### src/rtl/seg7_pkg.sv
// Shared types and segment lookup for the two-digit 7-segment receive path.
package seg7_pkg;

    typedef logic [6:0] seg7_t;

    // Index = digit value; bit6..0 = g..a, active-high.
    localparam seg7_t SEG7_LUT [10] = '{
        7'h3F, 7'h06, 7'h5B, 7'h4F, 7'h66,
        7'h6D, 7'h7D, 7'h07, 7'h7F, 7'h6F
    };

    localparam seg7_t SEG7_BLANK = 7'h00;

    typedef struct packed {
        logic [3:0] bcd;
        logic       bad;
    } digit_t;

endpackage

### src/rtl/seg7_digit_dec.sv
// Single-digit 7-segment pattern to BCD lookup with bad-pattern flag.
module seg7_digit_dec
    import seg7_pkg::*;
(
    input  seg7_t  seg,
    input  logic   allow_blank,
    output digit_t dig
);

    always_comb begin
        dig.bcd = '0;
        dig.bad = 1'b1;
        // A blanked leading digit reads as zero; a blank ones digit stays bad.
        if (allow_blank && seg == SEG7_BLANK)
            dig.bad = 1'b0;
        for (int i = 0; i < 10; i++) begin
            if (seg == SEG7_LUT[i]) begin
                dig.bcd = 4'(i);
                dig.bad = 1'b0;
            end
        end
    end

endmodule

### src/rtl/seg7_pair_decoder.sv
// Two-stage decode/combine of a tens/ones segment pair into a binary value.
// Define SEG7_ERR_EN to add m_err and forward bad beats instead of dropping them.
module seg7_pair_decoder
    import seg7_pkg::*;
#(
    parameter int W = 7
) (
    input  logic             clk,
    input  logic             rst,
    input  logic             s_valid,
    output logic             s_ready,
    input  logic [1:0][6:0]  s_data,
    output logic             m_valid,
    input  logic             m_ready,
    output logic [W-1:0]     m_data
`ifdef SEG7_ERR_EN
    ,
    output logic             m_err
`endif
);

    localparam longint MAXV = (longint'(1) << W) - 1;

    logic [2:1]   vld_pipe;
    digit_t [1:0] dig_d, dig_q;
    logic         rdy1, rdy2;
    logic         bad1, ovf, keep;
    logic [6:0]   sum;
    logic [W-1:0] data_d;

    for (genvar i = 0; i < 2; i++) begin : g_dec
        seg7_digit_dec u_dec (
            .seg         (s_data[i]),
            .allow_blank (i == 1),
            .dig         (dig_d[i])
        );
    end

    // Ready ripples back combinationally so a full pipe still moves one beat per clk.
    assign rdy2    = !vld_pipe[2] || m_ready;
    assign rdy1    = !vld_pipe[1] || rdy2;
    assign s_ready = rdy1;
    assign m_valid = vld_pipe[2];

    always_comb begin
        bad1   = dig_q[1].bad | dig_q[0].bad;
        sum    = 7'(dig_q[1].bcd) * 7'd10 + 7'(dig_q[0].bcd);
        ovf    = longint'(sum) > MAXV;
        data_d = W'(sum);
        if (bad1)
            data_d = '0;
        else if (ovf)
            data_d = '1;
    end

`ifdef SEG7_ERR_EN
    assign keep = 1'b1;
    logic err_q;
    assign m_err = err_q;
`else
    // Without an error port, bad beats are silently dropped here.
    assign keep = !bad1;
`endif

    always_ff @(posedge clk or negedge rst) begin
        if (!rst) begin
            vld_pipe <= '0;
            dig_q    <= '0;
            m_data   <= '0;
`ifdef SEG7_ERR_EN
            err_q    <= 1'b0;
`endif
        end else begin
            if (rdy1) begin
                vld_pipe[1] <= s_valid;
                if (s_valid)
                    dig_q <= dig_d;
            end
            if (rdy2) begin
                vld_pipe[2] <= vld_pipe[1] && keep;
                if (vld_pipe[1] && keep) begin
                    m_data <= data_d;
`ifdef SEG7_ERR_EN
                    err_q  <= bad1 || ovf;
`endif
                end
            end
        end
    end

endmodule
### config.mk
export PLATFORM = sky130hd
export DESIGN_NAME = seg7_pair_decoder
export DESIGN_NICKNAME = d
export VERILOG_FILES = /design/src/rtl/seg7_pkg.sv /design/src/rtl/seg7_digit_dec.sv /design/src/rtl/seg7_pair_decoder.sv
export SDC_FILE = /design/constraint.sdc
export NUM_CORES = 1
export LEC_CHECK = 0
export BUFFER_PORTS_ARGS = -buffer_cell sky130_fd_sc_hd__buf_2
export CORE_UTILIZATION = 25
export CTS_BUF_LIST = sky130_fd_sc_hd__clkbuf_4
export CTS_CLUSTER_DIAMETER = 80
export DETAILED_ROUTE_END_ITERATION = 8
export REMOVE_ABC_BUFFERS = 1
export SLEW_MARGIN = 20
export SYNTH_ARGS = -nofsm -noshare
export SYNTH_HDL_FRONTEND = slang
export SYNTH_SLANG_ARGS = --single-unit
### constraint.sdc
create_clock -name clk -period 4 [get_ports clk]
set_clock_uncertainty 0.05 [all_clocks]
set_input_delay 0.4 -clock clk [delete_from_list [all_inputs] [get_ports clk]]
set_output_delay 0.4 -clock clk [all_outputs]
set_load 0.005 [all_outputs]
==> metrics <==
status=finished clean; Synth Register Bits=19; clk root buf=clkbuf_4; die area=approximately 0.0056 mm²; WL met1=about 1400 µm; sequential cell area fraction in the yosys report=0.360; die height=74.7 µm; cell-internal power=~0.31 mW; WP data arrival=2370 ps; final hold violation count=0; Detailed Route WL=~2800 µm; CTS clk-pin slew, worst paths=120 ps; period utilisation layout=0.544; uppermost layer routed=met4; PD cells=286 mW/mm²; clock latency at the later pin of the worst-skew pair=300 ps; met2 wire len=between 1000 and 1500 µm; CTS tree=done; Via Count=1119; buffers and inverters on the worst path=1; Hold Crit Class=in -> reg; post-synth cell types=46; NetSw=0.131 mW; CP startpoint kind=flip-flop; RSZ-0062 raised after global routing=false; cell mode on critical path=ha_1; first-pass GRT wire length=4880 µm; Flop pwr share=0.515; vias in the first global route=about 1100; Total Routing Usage GR=0.115; Least-Margin Pin Slew=440 ps; final setup violating endpoints=0; Placer Congestion=0.785; Synth Cell Area=0.00132 mm²; fin area=0.00154 mm²; fill cell count=549; largest delay contributor family on the critical path=adder cells; net switching fraction of the power=0.297; antenna viol nets, final=0; critical path cell sequence=ha_1 > ha_1 > inv_1 > fa_1 > nand2b_1 > or4_1 > nand3_1; logic gate share of total power=0.241; initial antenna violation count=0; first-iteration detailed-routing DRC count=27; core area=~0.005 mm²; CTS H-tree lvls=1; largest net degree at the start of global routing=20; WP data required=4190 ps; number of detailed-route iterations in the first pass=4; Synth async-reset ratio=1.00; Post-Synthesis Cells=146; CTS buffer count=3; Multi-input gate area=785 µm²; storage element area=475 µm²; FMAX=459 MHz; row cnt=26; number of I/O pins=27; Lkg Pwr=0.701 nW; Total Power=roughly 0.44 mW; grt ovf=0; slowest stage delay, CP=approximately 440 ps; Routed wire per std cell=11.8 µm; total negative setup slack=0 ps; crit path time final=2180 ps; die width=74.7 µm; most used flip-flop cell after synthesis=dfrtp_1; met3 wire len=approximately 68 µm; Max-slew headroom=0.707; Clock Path Buffers=2; Crit-path slowest cell=dfrtp_1; vias per std cell=approximately 4.7; max cap viols=0; initial core utilization=0.258; # resized after CTS=0; most frequent cells in the layout=buf_2 (26), dfrtp_1 (19), nand2_1 (17); final slew viol count=0; clk sinks=19; peak supply drop=roughly 0.00012 V; placed cell area=0.00150 mm²; CP Capture Type=flip-flop; Detail Placement HPWL=approximately 2200 µm; ANT cells=0; DRC=0; Mean Syn Cell Area=approximately 9 µm²; synth warn=0; largest fanout on the critical path=4; Area growth syn-to-layout=17.0%; critical setup path kind=reg -> reg; share of cells above drive strength 1=0.235; most common cell after layout, fill and taps aside=buf_2; fin nets=197; clock network power share=0.244; port bufs=26; number of synthesized flops with an enable pin=0
-- kinds of logic after synthesis --
kind of cell | count (synthesis) | share of synthesized area
AO/OA/AOI/OAI | 36 | 0.177
XOR/XNOR | 7 | 0.0464
adder cells (fa/ha/maj) | 8 | 0.0872
buffers and inverters | 14 | 0.0455
flip-flops | 19 | 0.360
multiplexers | 4 | 0.0341
AND/OR/NAND/NOR | 58 | 0.249
-- registers in the layout, indices dropped and copies added, names as in the netlist --
register and cells:
dig_q 10, m_data 7, vld_pipe 2
-- final cells by class --
class                           count  share of cell area
Tap cell                           70              0.0567
Timing Repair Buffer               27              0.0908
Sequential cell                    19               0.308
Clock buffer                        4              0.0194
Multi-Input combinational cell    113               0.508
Inverter                            7              0.0170
-- through the flow --
stage | util | setup WS, ps | cells | hold slack [ps]
global route | 0.302 | 1690 | 240 | 232
detailed placement | 0.294 | 1830 | 235 | 321
finish | 0.302 | 1820 | 240 | 249
CTS | 0.302 | 1810 | 240 | 239
global placement | 0.294 | 1870 | 235 | 313
floorplan | - | 1910 | 139 | 54.4
-- worst paths after layout --
check                          start          end  slack (ps)  depth (start not counted)
max in group asynchronous        rst     dig_q[4]        3090                          2
setup / recovery            dig_q[7]    m_data[6]        1820                          7
hold reg to reg            m_data[3]    m_data[3]         440                          2
hold / removal               s_valid  vld_pipe[1]         250                          2
min in group asynchronous        rst    m_data[5]         500                          2
setup reg to reg            dig_q[7]    m_data[6]        1820                          7
-- what timing repair did --
item,CTS,global route
setup buffers,0,0
endpoints found under the hold margin,19,0
hold buffers,1,0
-- per-layer routing --
metal	up-vias	track usage
met3	2	0.0161
li1	576	-
met5	-	0
met1	521	0.153
met2	20	0.186
met4	0	0.0503
-- power groups by stage --
stage / sequential (mW) / combinational [mW] / clock (mW)
final: 0.227 / 0.106 / 0.108
after global routing: 0.232 / 0.124 / 0.121
after CTS: 0.228 / 0.108 / 0.112
after detailed placement: 0.232 / 0.107 / 0
after global placement: 0.230 / 0.106 / 0
after floorplan: 0.232 / 0.0531 / 0
-- synthesized netlist by cell type, drive strengths merged, types with 2 or more instances --
| master | count | share of area |
|---|---|---|
| dfrtp | 19 | 0.36 |
| nand2 | 17 | 0.048 |
| o21ai | 11 | 0.042 |
| inv | 7 | 0.020 |
| clkbuf | 6 | 0.017 |
| ha | 6 | 0.057 |
| nand3 | 6 | 0.023 |
| nor2 | 6 | 0.017 |
| a21oi | 5 | 0.019 |
| nand2b | 5 | 0.029 |
| xnor2 | 5 | 0.033 |
| mux2 | 4 | 0.034 |
| nor3 | 4 | 0.015 |
| nand3b | 3 | 0.017 |
| o22ai | 3 | 0.014 |
| a22oi | 2 | 0.011 |
| a31oi | 2 | 0.0095 |
| fa | 2 | 0.030 |
| nand4b | 2 | 0.013 |
| nor3b | 2 | 0.011 |
| nor4 | 2 | 0.0095 |
| o21a | 2 | 0.011 |
| or3b | 2 | 0.015 |
| or4 | 2 | 0.011 |
| xor2 | 2 | 0.013 |
Note: power is estimated with default switching activity, not from simulation.
